File: src/rtl/multi_channel_pwm.sv
// Multi-channel PWM generator with a shared period counter.
// Each channel ramps its applied duty toward a loadable target by a bounded
// step per PWM period. The compare threshold is latched once per period, so
// a duty change never produces a runt pulse.
module multi_channel_pwm #(
  parameter int CLK_HZ    = 100_000_000,
  parameter int PWM_HZ    = 25000,
  parameter int N_CH      = 2,
  parameter int DUTY_W    = 10,
  parameter int RAMP_STEP = 8
) (
  input  logic                     clk,
  input  logic                     rst,
  input  logic [N_CH-1:0]          en,
  input  logic [N_CH*DUTY_W-1:0]   duty_tgt,
  input  logic                     load,
  output logic [N_CH-1:0]          pwm,
  output logic [N_CH-1:0]          busy,
  output logic                     period_tick
);

  localparam int PERIOD = CLK_HZ / PWM_HZ;
  localparam int CNT_W  = (PERIOD > 1) ? $clog2(PERIOD) : 1;
  // PERIOD itself must be representable, even when it is a power of two.
  localparam int PER_W  = $clog2(PERIOD + 1);
  localparam int PROD_W = PER_W + DUTY_W;

  typedef enum logic [1:0] {IDLE, RAMP, HOLD} state_t;

  logic [CNT_W-1:0] cnt;
  logic             boundary;

  // Move cur one bounded step toward tgt. The gap is formed one bit wider,
  // so the step can never wrap past either end of the duty range.
  function automatic logic [DUTY_W-1:0] ramp_step(input logic [DUTY_W-1:0] cur,
                                                  input logic [DUTY_W-1:0] tgt);
    logic [DUTY_W:0] gap;
    ramp_step = cur;
    if (cur < tgt) begin
      gap = {1'b0, tgt} - {1'b0, cur};
      ramp_step = (int'(gap) <= RAMP_STEP) ? tgt : cur + DUTY_W'(RAMP_STEP);
    end else if (cur > tgt) begin
      gap = {1'b0, cur} - {1'b0, tgt};
      ramp_step = (int'(gap) <= RAMP_STEP) ? tgt : cur - DUTY_W'(RAMP_STEP);
    end
  endfunction

  // floor(PERIOD * duty / 2^DUTY_W). The result is always < PERIOD,
  // so a channel can never reach 100 %.
  function automatic logic [CNT_W-1:0] duty_thr(input logic [DUTY_W-1:0] d);
    logic [PROD_W-1:0] prod;
    prod = PROD_W'(PERIOD) * PROD_W'(d);
    duty_thr = CNT_W'(prod >> DUTY_W);
  endfunction

  assign boundary    = (cnt == CNT_W'(PERIOD - 1));
  assign period_tick = boundary;

  // Shared free-running period counter, 0..PERIOD-1.
  always_ff @(posedge clk) begin
    if (rst || boundary) cnt <= '0;
    else                 cnt <= cnt + CNT_W'(1);
  end

  for (genvar i = 0; i < N_CH; i++) begin : g_ch
    logic [DUTY_W-1:0] tgt, cur, tgt_eff, cur_next;
    logic [CNT_W-1:0]  thr;
    logic              pwm_r, busy_r;
    state_t            state;

    // A load on a boundary cycle is already visible to that cycle's ramp.
    assign tgt_eff  = load ? duty_tgt[i*DUTY_W +: DUTY_W] : tgt;
    assign cur_next = boundary ? ramp_step(cur, tgt_eff) : cur;

    // Per-channel duty ramp, threshold latch, PWM output and run-state FSM.
    always_ff @(posedge clk) begin
      if (rst) begin
        tgt    <= '0;
        cur    <= '0;
        thr    <= '0;
        pwm_r  <= 1'b0;
        busy_r <= 1'b0;
        state  <= IDLE;
      end else begin
        if (load) tgt <= duty_tgt[i*DUTY_W +: DUTY_W];
        pwm_r <= en[i] && (cnt < thr);
        // Disabling clears immediately, so a later enable ramps up from zero.
        if (!en[i]) begin
          cur <= '0;
          thr <= '0;
        end else if (boundary) begin
          cur <= cur_next;
          thr <= duty_thr(cur_next);
        end
        case (state)
          IDLE: begin
            if (en[i]) begin
              state  <= (cur_next != tgt_eff) ? RAMP : HOLD;
              busy_r <= (cur_next != tgt_eff);
            end else begin
              busy_r <= 1'b0;
            end
          end
          RAMP: begin
            if (!en[i]) begin
              state  <= IDLE;
              busy_r <= 1'b0;
            end else if (cur_next == tgt_eff) begin
              state  <= HOLD;
              busy_r <= 1'b0;
            end
          end
          HOLD: begin
            if (!en[i]) begin
              state  <= IDLE;
              busy_r <= 1'b0;
            end else if (cur_next != tgt_eff) begin
              state  <= RAMP;
              busy_r <= 1'b1;
            end
          end
          default: begin
            state  <= IDLE;
            busy_r <= 1'b0;
          end
        endcase
      end
    end

    assign pwm[i]  = pwm_r;
    assign busy[i] = busy_r;
  end

endmodule

File: config.mk
export PLATFORM = sky130hd
export DESIGN_NAME = multi_channel_pwm
export DESIGN_NICKNAME = d
export VERILOG_FILES = /design/src/rtl/multi_channel_pwm.sv
export SDC_FILE = /design/constraint.sdc
export NUM_CORES = 1
export LEC_CHECK = 0
export CORE_MARGIN = 1.5
export CORE_UTILIZATION = 60
export CTS_BUF_LIST = sky130_fd_sc_hd__clkbuf_16
export DETAILED_ROUTE_END_ITERATION = 8
export GPL_TIMING_DRIVEN = 1
export PLACE_DENSITY = 0.76
export REMOVE_ABC_BUFFERS = 1
export SETUP_SLACK_MARGIN = 0.05
export SLEW_MARGIN = 0
export SYNTH_ARGS = -nofsm -noshare
export SYNTH_HDL_FRONTEND = slang
export SYNTH_SLANG_ARGS = --single-unit
File: constraint.sdc
create_clock -name clk -period 14.82 [get_ports clk]
set_clock_uncertainty 0.1 [all_clocks]
set_input_delay 2.223 -clock clk [delete_from_list [all_inputs] [get_ports clk]]
set_output_delay 2.223 -clock clk [all_outputs]
set_load 0.005 [all_outputs]
After elaboration in Yosys (flattened, before gate mapping)
Cells that the tools add are included.
- add/sub/neg operators: 9
- multipliers: 2
- $lt $le $gt $ge: 10
- equal/unequal tests: 15
- multiplexer cells: 38
- bitwise operators: 2
- reductions and logical operators: 11
- operator list (operator ; count):
    $mux W10 ; 12
    $le A11 B4 Y1 const B ; 4
    $sub A10 B10 Y11 ; 4
    $mul A7 B10 Y17 const A ; 2
    $lt A12 B12 Y1 ; 2
    $mux W2 ; 12
    $add A10 B4 Y10 const B ; 2
    $eq A10 B10 Y1 ; 2
    $gt A10 B10 Y1 ; 2
    $lt A10 B10 Y1 ; 2
    $ne A10 B10 Y1 ; 2
    $sub A10 B4 Y10 const B ; 2
    $add A12 B1 Y12 const B ; 1
    $eq A12 B12 Y1 const B ; 1
    $ne A3 B3 Y1 const B ; 4
    $pmux W2 S3 ; 2
    $mux W1 ; 10
    $pmux W1 S3 ; 2
    $reduce_and A3 Y1 ; 2
    $eq A2 B1 Y1 const B ; 2
    $eq A2 B2 Y1 const B ; 2
    $logic_not A2 Y1 ; 2
    $ne A2 B2 Y1 const B ; 2
    $reduce_and A2 Y1 ; 2
    4 further kinds ; 7
- flip-flop bits (word level): 84
- input bits: 25
- word-level logic and storage cells: 100

Depth between registers and ports, before layout
- depth in word-level cells: 11
- mapped depth: 36
- depth with buffers taken out: 32

Worst setup path before layout
Ideal clock, no wire load.
- path type: input -> register
- from: in load
- to: reg g_ch[1].thr[11]
- library setup time: 119 ps
- arrival: 9635 ps
- data required time: 14601 ps
- setup slack: 4966 ps
- stages on the path: 34
- buffers on the path: 3
- path through: buf_2 -> buf_2 -> mux2i_1 -> inv_1 -> ha_1 -> clkbuf_2 -> o211a_1 -> o31a_1 -> o311a_1 -> or4b_1 -> nor3_4 -> o21a_1 -> nand2_1 -> o21ai_0 -> inv_1 -> fa_1 -> xor2_1 -> ha_1 -> inv_1 -> fa_1 -> fa_1 -> inv_1 -> ha_1 -> a21oi_1 -> o21bai_1 -> a21o_1 -> a21o_1 -> a31oi_1 -> nor2_1 -> a21oi_1 -> o31ai_2 -> o31ai_2 -> xnor2_1 -> o21ai_1
- longest elaborated chain between the ends: 8
- RTL lines (what ; line ; RTL):
    start, declared ; 16 ; input logic load,
    $mux W10 (*) ; - ;
    via g_ch[1].tgt_eff[3] ; 66 ; logic [DUTY_W-1:0] tgt, cur, tgt_eff, cur_next;
    $sub A10 B10 Y11 ; 43 ; gap = {1'b0, cur} - {1'b0, tgt};
    $le A11 B4 Y1 ; 44 ; ramp_step = (int'(gap) <= RAMP_STEP) ? tgt : cur - DUTY_W'(RAMP_STEP);
    $mux W10 ; 44 ;
    $mux W10 ; 42 ; end else if (cur > tgt) begin
    $mux W10 (*) ; 39 ; if (cur < tgt) begin
    $mux W10 (*) ; 73 ; assign cur_next = boundary ? ramp_step(cur, tgt_eff) : cur;
    via g_ch[1].cur_next[2] ; 66 ;
    $mul A7 B10 Y17 (*) ; 52 ; prod = PROD_W'(PERIOD) * PROD_W'(d);
    end signal, assigned ; 93 ; thr <= duty_thr(cur_next);
    end, declared ; 67 ; logic [CNT_W-1:0] thr;
The timed path passes the listed nets; every way through them passes the cells marked *.
A chain may end at the register's enable or synchronous reset.

Worst setup path after layout
Same ends and word-level chain as after synthesis.

==> impl_results.md <==
* Status: completed
* Synth Cell Area at about 11000 um^2
* Die height at roughly 140 um
* Min cycle time layout at ~11 ns
* GRT Overall Usage at approximately 28%
* Initial antenna violation count at 0
* DR pass1 iterations at 5
* Worst EP arrival at roughly 12 ns
* Switch Pwr at between 0.15 and 0.2 mW
* Final setup viols at 0
* Hpwl dp at about 20000 um
* Multi-input logic area at approximately 8000 um^2
* Final period util at around 77%
* Cell area power density at approximately 52 nW/um^2
* R2R setup slack at ~5.9 ns
* First-pass GRT wire length at around 42000 um
* Clock Sinks at 84
* Leakage power at 5.19 nW
* Core area at about 17000 um^2
* CTS tree: done
* Worst Path Max Fanout at 20
* Seq/Total Area, Yosys at about 16%
* Vias per inst at approximately 6.0
* DRC at 0
* Initial core utilization at ~61%
* Clock power frac at between 30% and 40%
* WHS Path Cells at 2
* MaxCap Viol Count at 0
* Clock Tree Root: clkbuf_16
* Worst R2R Start: g_ch[1].tgt[9]
* Final ANT Viol Nets at 0
* R2r endpoint: g_ch[1].thr[11]
* WP depth at 31
* DR top layer: met4
* CP required at approximately 15 ns
* Synth cell count leaders: 173 x inv_1, 151 x ha_1, 109 x nor2_1
* Cell taking the most area after synthesis: ha_1
* Aggregate global routing overflow at 0
* WL final at ~25000 um
* Flop pwr share at 39.9%
* Core Rows at 48
* Crit path launch type: input pin
* Sw Ratio at about a third
* Nature of the critical path endpoint: flop
* Critical path class: input pin to flop
* DR WL/cell at approximately 16 um
* Power consumption at slightly below 0.6 mW
* Largest net degree at the start of global routing at 42
* Synth top area share at 17.9%
* Via count at 9200
* Clock transition at the registers of the reported paths at 0.06 ns
* R2R depth at 29
* WL met2 at 11300 um
* RSZ-0062 raised after global routing: false
* Number of global-route vias before repair at around 8600
* Number of enable flip-flop cells after synthesis at 0
* Comb pwr share at roughly a quarter
* Crit path largest cell delay at approximately 0.86 ns
* Die width at ~140 um
* Critical path's most frequent cell: inv_1
* HP Start: g_ch[1].thr[11]
* Avg Cell Area, Syn at approximately 8.2 um^2
* Final hold vios at 0
* Max_slew headroom at a little under a third
* Wire length on met1 at about 11000 um
* GP Congestion at between 0.9 and 1
* I/O Buffers at 29
* Sequential cell area at 1680 um^2
* Max frequency at 87.6 MHz
* Final Slew Violations at 0
* Number of buffers created by CTS at 9
* Die area at ~18000 um^2
* Area Growth Syn to Fin at 6.33%
* Share of cells above drive strength 1 at 5.08%
* Met3 wire len at 1510 um
* Post-Syn Instances at 1295
* # IOs at 30
* CTS max path bufs at 2
* Fill cells at between 1000 and 1500
* Critical path's top delay family: adder cells
* Setup repair bufs after CTS at 0
* # hold bufs at CTS at 0
* Post-cts sizing count at 0
* FF+latch count, synth at 84
* Top FF cell, synth: dfxtp_1
* Hold endpoint: g_ch[1].thr[11]
* Crit-path slowest cell: nor3_1
* Synth unique cells at 95
* Clock H-tree levels at 3
* Pint at approximately 0.40 mW
* Max IR drop VDD at 55.3 uV
* Worst path bufs/invs at 6
* Initial DRC count at 747
* Post-synth ARST share at 0%
* # diodes at 0
* Syn. warnings at 0
* Setup TNS at 0 ns
* Hold Path Class: flop to flop
* Top-count cell post-synth: inv_1
* Synth area leaders: ha_1 18%, dfxtp_1 16%, fa_1 11%
* Worst Tran Pin Value at a little over 1 ns
* Layout Nets at ~1500
* Clock latency on the worst-skew pair at around 0.35 ns
per-stage QoR:
stage | hold WS, ns | cell area (um^2) | util (%) | worst slack, ns | instances
finish | 0.353 | 11200 | 65.1 | 3.40 | 1525
global route | 0.367 | 11200 | 65.1 | 2.93 | 1525
detailed placement | 0.345 | 11000 | 63.6 | 3.28 | 1509
CTS | 0.355 | 11200 | 65.1 | 3.58 | 1525
floorplan | 0.325 | 10300 | - | 5.49 | 1244
global placement | 0.341 | 11000 | 63.6 | 3.43 | 1509
routing by layer:
metal	track usage [%]	vias to the layer above
li1	-	4500
met1	39.1	4371
met2	45.2	290
met3	4.15	39
met4	8.24	0
met5	0	-
layout make-up:
class | count | area share (%)
timing repair buffer | 40 | 3.32
multi-input combinational | 986 | 71.0
clock inverter | 7 | 0.379
tap | 225 | 2.51
clock buffer | 9 | 2.01
inverter | 174 | 5.82
sequential | 84 | 15.0
worst max path at each step:
stage                     from         endpoint  slack (ns)
after floorplan           load  g_ch[1].thr[11]        5.49
after detailed placement  load  g_ch[1].thr[11]        3.28
after CTS                 load  g_ch[1].thr[11]        3.58
after global placement    load  g_ch[1].thr[11]        3.43
final                     load  g_ch[1].thr[11]        3.40
after global routing      load  g_ch[1].thr[11]        2.93
worst register-to-register path: cells and delay by family, from the launching register on:
kind            cells  cell delay, ns
buf+inv             4            0.61
mux                 1            0.52
flops               1            0.30
simple gates        5            1.71
compound gates     11            2.35
fa+ha+maj           6            2.87
xor+xnor            2            0.32
logic make-up (layout without fill, tap and decap cells):
group	after synthesis	after routing	share of synthesized area [%]
AOI/OAI and AO/OA	306	306	20.2
xor gates and xnor gates	82	82	6.80
adders and majority gates	207	207	28.5
buffers and inverters	225	230	8.59
DFF	84	84	15.9
muxes	31	31	2.95
and+or+nand+nor	360	360	17.0
layout by cell type, fill, tap and decap left out, types with 11 or more instances in the layout:
cell type	netlist	layout
a21o_1	31	31
a21oi_1	80	80
buf_4	5	11
clkdlybuf4s50_1	0	29
dfxtp_1	84	84
fa_1	56	56
ha_1	151	151
inv_1	173	173
mux2i_1	30	30
nand2_1	78	78
nand2b_1	19	19
nand3_1	42	42
nand4_1	12	12
nor2_1	109	109
nor3_1	23	23
nor4_1	15	15
o21a_1	14	14
o21ai_0	47	47
xnor2_1	52	52
xor2_1	30	30
flip-flops by register name (all words and copies together), names as in the netlist:
signal       count
g_ch.pwm_r       2
g_ch.cur        20
g_ch.thr        24
g_ch.tgt        20
cnt             12
g_ch.busy_r      2
g_ch.state       4
power groups by stage:
| stage | Combinational (mW) | Clock [mW] | Sequential, mW |
|---|---|---|---|
| 2_1_floorplan | 0.0976 | 0 | 0.238 |
| 3_3_place_gp | 0.132 | 0 | 0.238 |
| 3_5_place_dp | 0.134 | 0 | 0.238 |
| 4_1_cts | 0.135 | 0.216 | 0.233 |
| 5_1_grt | 0.149 | 0.225 | 0.234 |
| 6_report | 0.137 | 0.214 | 0.233 |
Power figures use the tool's default switching activity.
